<file path="config.mk">
export PLATFORM = sky130hd
export DESIGN_NAME = ysyx_lsu_ctrl
export DESIGN_NICKNAME = d
export VERILOG_FILES = /design/src/rtl/ysyx_lsu_ctrl_pkg.sv /design/src/rtl/ysyx_lsu_ext.sv /design/src/rtl/ysyx_lsu_ctrl.sv
export SDC_FILE = /design/constraint.sdc
export NUM_CORES = 1
export LEC_CHECK = 0
export CORE_MARGIN = 2
export CORE_UTILIZATION = 37
export CTS_CLUSTER_DIAMETER = 50
export DETAILED_ROUTE_END_ITERATION = 16
export HOLD_SLACK_MARGIN = 0.06
export PLACE_DENSITY_LB_ADDON = 0.15
export SYNTH_ARGS = -nofsm -noshare
export SYNTH_HDL_FRONTEND = slang
export SYNTH_HIERARCHICAL = 1
export SYNTH_SLANG_ARGS = --single-unit
</file>
<file path="constraint.sdc">
create_clock -name clk -period 1.8 [get_ports clk]
set_clock_uncertainty 0.2 [all_clocks]
set_input_delay 0.18 -clock clk [delete_from_list [all_inputs] [get_ports clk]]
set_output_delay 0.18 -clock clk [all_outputs]
set_load 0.01 [all_outputs]
</file>
<file path="src/rtl/ysyx_lsu_ctrl_pkg.sv">
// Shared LSU constants: FSM states, RV32 funct3 codes, strobes.
// Also holds the access-fault check used at request capture.
package ysyx_lsu_ctrl_pkg;

  localparam logic [1:0] S_IDLE = 2'd0;
  localparam logic [1:0] S_RD   = 2'd1;
  localparam logic [1:0] S_WR   = 2'd2;
  localparam logic [1:0] S_RESP = 2'd3;

  localparam logic [2:0] F3_B  = 3'b000;
  localparam logic [2:0] F3_H  = 3'b001;
  localparam logic [2:0] F3_W  = 3'b010;
  localparam logic [2:0] F3_BU = 3'b100;
  localparam logic [2:0] F3_HU = 3'b101;

  localparam logic [7:0] STRB_B = 8'h01;
  localparam logic [7:0] STRB_H = 8'h03;
  localparam logic [7:0] STRB_W = 8'h0f;

  function automatic logic [7:0] strb_of(
    input logic [1:0] sz
  );
    logic [7:0] s;
    s = STRB_B;
    unique case (1'b1)
      (sz == 2'b01): s = STRB_H;
      (sz == 2'b10): s = STRB_W;
      default:       s = STRB_B;
    endcase
    return s;
  endfunction

  function automatic logic is_fault(
    input logic       ren,
    input logic       wen,
    input logic [2:0] f3,
    input logic [1:0] off
  );
    logic ld_ok;
    logic st_ok;
    logic mis;
    ld_ok = (f3 == F3_B) || (f3 == F3_H)
         || (f3 == F3_W) || (f3 == F3_BU)
         || (f3 == F3_HU);
    st_ok = (f3 == F3_B) || (f3 == F3_H)
         || (f3 == F3_W);
    mis = ((f3[1:0] == 2'b01) && off[0])
       || ((f3[1:0] == 2'b10) && (off != 2'b00));
    if (ren && wen)
      return 1'b1;
    if (ren)
      return !ld_ok || mis;
    if (wen)
      return !st_ok || mis;
    return 1'b0;
  endfunction

endpackage

</file>
<file path="src/rtl/ysyx_lsu_ext.sv">
// Load data alignment and sign/zero extension.
// Purely combinational; shifts the bus word down to lane 0.
module ysyx_lsu_ext
  import ysyx_lsu_ctrl_pkg::*;
#(
  parameter int DATA_W = 32
) (
  input  logic [DATA_W-1:0] rdata,
  input  logic [1:0]        off,
  input  logic [2:0]        f3,
  output logic [DATA_W-1:0] data
);

  logic [DATA_W-1:0] sh;

  // Align selected lane to bit 0, then extend by size/sign
  always_comb begin
    sh = rdata >> {off, 3'b000};
    data = sh;
    unique case (1'b1)
      (f3 == F3_B):
        data = {{(DATA_W-8){sh[7]}}, sh[7:0]};
      (f3 == F3_H):
        data = {{(DATA_W-16){sh[15]}}, sh[15:0]};
      (f3 == F3_BU):
        data = {{(DATA_W-8){1'b0}}, sh[7:0]};
      (f3 == F3_HU):
        data = {{(DATA_W-16){1'b0}}, sh[15:0]};
      default:
        data = sh;
    endcase
  end

endmodule

</file>
<file path="src/rtl/ysyx_lsu_ctrl.sv">
// LSU control: one outstanding load or store at a time.
// Captures the EXU request, drives the arbiter, returns to WBU.
module ysyx_lsu_ctrl
  import ysyx_lsu_ctrl_pkg::*;
#(
  parameter int ADDR_W = 32,
  parameter int DATA_W = 32
) (
  input  logic              clk,
  input  logic              rst,
  input  logic              in_valid,
  output logic              in_ready_o,
  input  logic [ADDR_W-1:0] in_addr,
  input  logic [DATA_W-1:0] in_wdata,
  input  logic              in_ren,
  input  logic              in_wen,
  input  logic [2:0]        in_funct3,
  input  logic [4:0]        in_rd,
  output logic              out_valid_o,
  input  logic              out_ready,
  output logic [DATA_W-1:0] out_rdata_o,
  output logic [4:0]        out_rd_o,
  output logic              out_fault_o,
  output logic [ADDR_W-1:0] lsu_araddr_o,
  output logic              lsu_arvalid_o,
  output logic [7:0]        lsu_rstrb_o,
  input  logic [DATA_W-1:0] lsu_rdata,
  input  logic              lsu_rvalid,
  output logic [ADDR_W-1:0] lsu_awaddr_o,
  output logic              lsu_awvalid_o,
  output logic [DATA_W-1:0] lsu_wdata_o,
  output logic [7:0]        lsu_wstrb_o,
  output logic              lsu_wvalid_o,
  input  logic              lsu_wready
);

  logic [1:0]        state;
  logic [ADDR_W-1:0] addr_q;
  logic [DATA_W-1:0] wdata_q;
  logic [DATA_W-1:0] rdata_q;
  logic [DATA_W-1:0] ext_data;
  logic [2:0]        f3_q;
  logic [4:0]        rd_q;
  logic              fault_q;
  logic              fault_in;

  assign fault_in = is_fault(in_ren, in_wen,
                             in_funct3,
                             in_addr[1:0]);

  ysyx_lsu_ext #(
    .DATA_W(DATA_W)
  ) u_ext (
    .rdata(lsu_rdata),
    .off  (addr_q[1:0]),
    .f3   (f3_q),
    .data (ext_data)
  );

  // Request capture, bus wait and WBU handshake sequencing
  always_ff @(posedge clk) begin
    if (rst) begin
      state   <= S_IDLE;
      addr_q  <= '0;
      wdata_q <= '0;
      rdata_q <= '0;
      f3_q    <= '0;
      rd_q    <= '0;
      fault_q <= 1'b0;
    end else begin
      case (state)
        S_IDLE: begin
          if (in_valid) begin
            addr_q  <= in_addr;
            wdata_q <= in_wdata;
            f3_q    <= in_funct3;
            rd_q    <= in_rd;
            fault_q <= fault_in;
            rdata_q <= '0;
            if (fault_in)
              state <= S_RESP;
            else if (in_ren)
              state <= S_RD;
            else if (in_wen)
              state <= S_WR;
            else
              state <= S_RESP;
          end
        end
        S_RD: begin
          if (lsu_rvalid) begin
            rdata_q <= ext_data;
            state   <= S_RESP;
          end
        end
        S_WR: begin
          if (lsu_wready)
            state <= S_RESP;
        end
        S_RESP: begin
          if (out_ready)
            state <= S_IDLE;
        end
        default: state <= S_IDLE;
      endcase
    end
  end

  assign in_ready_o    = (state == S_IDLE) && !rst;
  assign out_valid_o   = (state == S_RESP);
  assign out_rdata_o   = rdata_q;
  assign out_rd_o      = rd_q;
  assign out_fault_o   = fault_q;

  assign lsu_araddr_o  = addr_q;
  assign lsu_arvalid_o = (state == S_RD);
  assign lsu_rstrb_o   = strb_of(f3_q[1:0]);

  assign lsu_awaddr_o  = addr_q;
  assign lsu_awvalid_o = (state == S_WR);
  assign lsu_wvalid_o  = (state == S_WR);
  assign lsu_wdata_o   = wdata_q;
  assign lsu_wstrb_o   = strb_of(f3_q[1:0]);

endmodule

</file>
# After elaboration in Yosys (flattened, before gate mapping)
# Index checks and enable logic that the tools add are counted.
[word_totals]
ff_bits = 107
latch_bits = 0
ram_bits = 0
rom_bits = 0
in_bits = 112
output_inout_bits = 155
memories = 0
[op_classes]
n_addsub = 0
mul = 0
div = 0
n_lt_le_gt_ge = 0
n_eq_ne = 18
shifts = 1
muxes = 25
n_bitwise = 0
reduce_logical = 22
[ops]
columns = ["op", "n"]
rows = [
  ["case mux 32 bit (4 select lines)", 1],
  ["two-way mux 32 bit", 2],
  ["case mux 32 bit (2 select lines)", 1],
  [">> shifter 32 x 5 -> 32 bit", 1],
  ["two-way mux 1 bit", 13],
  ["equality test 3 bit, second input constant", 4],
  ["two-way mux 2 bit", 6],
  ["equality test 2 bit, second input constant", 4],
  ["case mux 2 bit (4 select lines)", 1],
  ["case mux 4 bit (2 select lines)", 1],
  ["logical OR 1 bit", 7],
  ["equality test 2 x 1 -> 1 bit, second input constant", 3],
  ["equality test 3 x 1 -> 1 bit, second input constant", 2],
  ["zero test 3 bit", 2],
  ["inequality test 2 x 1 -> 1 bit, second input constant", 3],
  ["logical AND 1 bit", 4],
  ["AND reduction 4 bit", 1],
  ["nonzero test 2 bit", 2],
  ["equality test 3 x 2 -> 1 bit, second input constant", 1],
  ["zero test 1 bit", 3],
  ["AND reduction 3 bit", 1],
  ["zero test 2 bit", 1],
  ["inequality test 2 bit, second input constant", 1],
  ["AND reduction 2 bit", 1],
]

# Depth between registers and ports, before layout
[logic_depth]
word_depth = 15
ltp_mapped = 8

# Hierarchy
# The synthesis kept the hierarchy.
[modules_own_cells]
columns = ["module", "n_inst", "cells_per_inst", "area_each_um2"]
rows = [
  ["ysyx_lsu_ctrl", 1, 555, 4560.6],
  ["ysyx_lsu_ext", 1, 107, 694.4],
]

# Worst setup path after synthesis
# OpenSTA, ideal clock, no wires.
[synth_path]
path_kind = "reg2reg"
startpoint = "register state[1]"
endpoint = "register state[0]"
arrival_ps = 1755
required_ps = 1508
path_slack_ps = -247
stages_incl_launch_ff = 8
synth_period_minus_slack_ps = 2047
path_cell_list = "dfxtp_1 -> inv_1 -> ha_1 -> buf_6 -> nor2b_4 -> buf_6 -> or4_4 -> o32ai_1"
[synth_via]
elab_chain_len = 3
elab_cells_between_ends = 10
cone_classes = "eq/ne: 7; mux: 1; reduce/logical: 2"
[synth_rtl]
columns = ["item", "line", "text"]
rows = [
  ["from (decl)", "ysyx_lsu_ctrl.sv:37", "logic [1:0] state;"],
  ["from (signal assigned)", "ysyx_lsu_ctrl.sv:63", "state <= S_IDLE;"],
  ["from (signal assigned)", "ysyx_lsu_ctrl.sv:81", "state <= S_RESP;"],
  ["from (signal assigned)", "ysyx_lsu_ctrl.sv:83", "state <= S_RD;"],
  ["equality test 2 x 1 -> 1 bit *", "--", ""],
  ["via lsu_arvalid_o", "ysyx_lsu_ctrl.sv:25", "output logic lsu_arvalid_o,"],
  ["inequality test 2 x 1 -> 1 bit (no source line)", "--", ""],
  ["AND reduction 4 bit (no source line)", "--", ""],
]
# The timed path passes the listed nets; every way through them passes the cells marked *.
# A chain may end at the register's enable or synchronous reset.

# Worst setup path after layout
[layout_path]
startpoint = "register state[0]"
endpoint = "register state[0]"
[layout_via]
elab_chain_len = 3
elab_cells_between_ends = 10
cone_classes = "eq/ne: 7; mux: 1; reduce/logical: 2"
[layout_rtl]
columns = ["item", "line", "text"]
rows = [
  ["equality test 2 bit, or another cell as far along", "ysyx_lsu_ctrl.sv:71", "case (state)"],
  ["inequality test 2 x 1 -> 1 bit (no source line) / inequality test 2 bit (equally long branches)", "--", ""],
  ["AND reduction 4 bit (no source line)", "--", ""],
]
# Parallel ways exist; a longest one is shown, timed or not.

==> metrics <==
share of total power in combinational logic=0.497; top post-synthesis cells by count=nand2_1 (162), a21oi_1 (111), dfxtp_1 (107); drt total wl=18100 µm; via count=5469; Setup TNS=-0.0238 ns; Longest Clk Path Bufs=2; Seq pwr share=0.308; Psw=0.00380 W; Ys Warns=6; share of the synthesized area in the top cell type=0.408; synthesized area per cell=7.94 µm²; total die area=15200 µm²; failing checks=setup timing; Power Total=0.0100 W; root buf cell=clkbuf_16; crit start category=flip-flop; post-DR wirelength/cell=16.9 µm; Starting DRT DRC Count=290; vias in the first global route=5237; Distinct cells, synth=37; initial antenna violation count=0; H-tree level count=3; n_diodes=0; cts bufs inserted=9; top post-synthesis cells by area=dfxtp_1 (41%), nand2_1 (12%), a21oi_1 (11%), buf_4 (7.0%), nand4b_1 (5.3%); TritonCTS clock tree=yes; Final Max Tran Viols=0; register area share after synthesis=0.408; Clock Latency Late Sink=0.35 ns; Worst Slack Setup Final=-0.0178 ns; Post-Syn Area=5260 µm²; P per Cell Area=1150 nW/µm²; Cell Area, Placed=7920 µm²; largest net degree at the start of global routing=67; worst slack, placed=-0.258 ns; Crit Path Max Fanout=4; Post-synth EDFFs=0; DRC=0; clock share of power=0.195; critical path arrival=1.88 ns; Worst Path Required=1.86 ns; die width=123 µm; Max-Cap Viols=0; Hold WS=0.164 ns; Final ANT Viol Nets=0; Max VDD drop=0.806 mV; post-layout instance area=8680 µm²; Synth async-reset ratio=0; count of state elements after synthesis=107; Rows=43; final worst-path cycle share=1.01; initial core utilization=0.379; status=finished, violations left; Mapped Cells=662; TritonRoute pass-1 iters=5; clock sinks=107; Lkg Pwr=3.08 nW; critical path type=flip-flop to flip-flop; global placer's final weighted congestion=0.812; first-pass GRT wire length=26400 µm; layout cells sized above 1=0.154; hpwl dp=12500 µm; Max Freq=0.550 GHz; Post-synth top flop=dfxtp_1; Synth area leader=dfxtp_1; die span in y=123 µm; Worst-path clk slew=0.08 ns; count leader, synth=nand2_1; Final setup viols=2; Final Hold Viols=0; Final #Nets=1004; Internal Pwr Total=0.00620 W; Slew @ Worst Pin=0.693 ns; IO Count=267; Layout area overhead=65.2%; vias per inst=5.11; GRT Overall Usage=0.223; core box area=13900 µm²; worst rel slew slack=0.538; GR Overflow Total=0; Period minus WS final=1.82 ns; Net Sw Frac=0.380; crit end category=flip-flop; Port Buffers=256; RSZ-0062 raised after global routing=true; Hold Crit Class=input pin to flip-flop
layout make-up:
| class | instances | area [µm²] |
|---|---|---|
| Timing Repair Buffer | 311 | 3110 |
| Multi-Input combinational cell | 451 | 2880 |
| Clock buffer | 11 | 243 |
| Clock inverter | 5 | 45.0 |
| Tap cell | 180 | 225 |
| Sequential cell | 107 | 2150 |
| Fill cell | 1202 | 5200 |
| Inverter | 6 | 25.0 |
stage by stage:
| stage | instances | utilization |
|---|---|---|
| floorplan | 670 | - |
| global placement | 1045 | 0.570 |
| detailed placement | 1045 | 0.570 |
| CTS | 1065 | 0.598 |
| global route | 1071 | 0.625 |
| finish | 1071 | 0.625 |
power groups by stage:
stage	sequential (W)	combinational (W)	clock [W]
5_1_grt	0.00313	0.00533	0.00210
6_report	0.00308	0.00497	0.00195
3_3_place_gp	0.00308	0.00435	0
4_1_cts	0.00306	0.00452	0.00200
3_5_place_dp	0.00309	0.00442	0
2_1_floorplan	0.00324	0.00226	0
worst paths after layout:
kind                                   end  slack (ns)                         start  cells past startpoint
max                  state[0]$_SDFFE_PP0P_       -0.02         state[0]$_SDFFE_PP0P_                      6
min          lsu_araddr_o[19]$_SDFFE_PP0P_        0.16                   in_addr[19]                      3
max reg2reg          state[0]$_SDFFE_PP0P_       -0.02         state[0]$_SDFFE_PP0P_                      6
min reg2reg   lsu_wdata_o[16]$_SDFFE_PP0P_        0.26  lsu_wdata_o[16]$_SDFFE_PP0P_                      2
registers in the layout (all words and copies together), names as in the netlist:
signal,count
lsu_araddr_o,32
out_fault_o,1
lsu_wdata_o,32
out_rdata_o,32
f3_q,3
out_rd_o,5
state,2
placed cells by master (no fill, tap or decap), types with 3 or more instances in the layout:
master and n:
o21ai_0 8, buf_4 39, nor2b_1 9, nor2_1 19
dlygate4sd2_1 11, o31ai_2 20, mux2i_1 18, ha_4 3
a21oi_1 108, nor2b_4 3, clkbuf_16 12, nand4b_1 32
o21ai_2 3, dfxtp_1 103, clkdlybuf4s50_1 240, nand2_1 161
conb_1 10, buf_6 7, inv_1 4, buf_12 5
a21oi_2 3, a211oi_1 14, o31ai_4 11
critical path, stage by stage (launching register included):
cell and delay, ns:
dfxtp_2 0.34, buf_6 0.10, inv_4 0.04, ha_4 0.16, nor2b_4 0.13, or4_4 0.55
o32ai_2 0.21
kinds of logic after synthesis:
| kind of cell | share of synthesized area |
|---|---|
| AO/OA/AOI/OAI | 0.202 |
| buffers and inverters | 0.122 |
| flip-flops | 0.408 |
| adder cells (fa/ha/maj) | 0.0143 |
| multiplexers | 0.0381 |
| other | 0.00143 |
| AND/OR/NAND/NOR | 0.215 |
metal layers:
| layer | track usage | part of all wire | vias to the layer above |
|---|---|---|---|
| met5 | 0 | 0 | - |
| met4 | 0.0661 | 0.013 | 0 |
| met3 | 0.0526 | 0.069 | 17 |
| met2 | 0.399 | 0.51 | 204 |
| met1 | 0.263 | 0.41 | 2578 |
| li1 | - | - | 2670 |
repair_timing:
action / CTS / global route
pin swaps: 3 / 10
gates resized for setup: 44 / 55
endpoints found under the setup margin: 45 / 42
hold endpoints to repair: 3 / 0
hold buffers: 1 / 0
gates cloned: 0 / 3
buffers inserted: 3 / 3
(Power assumes the default switching activity.)
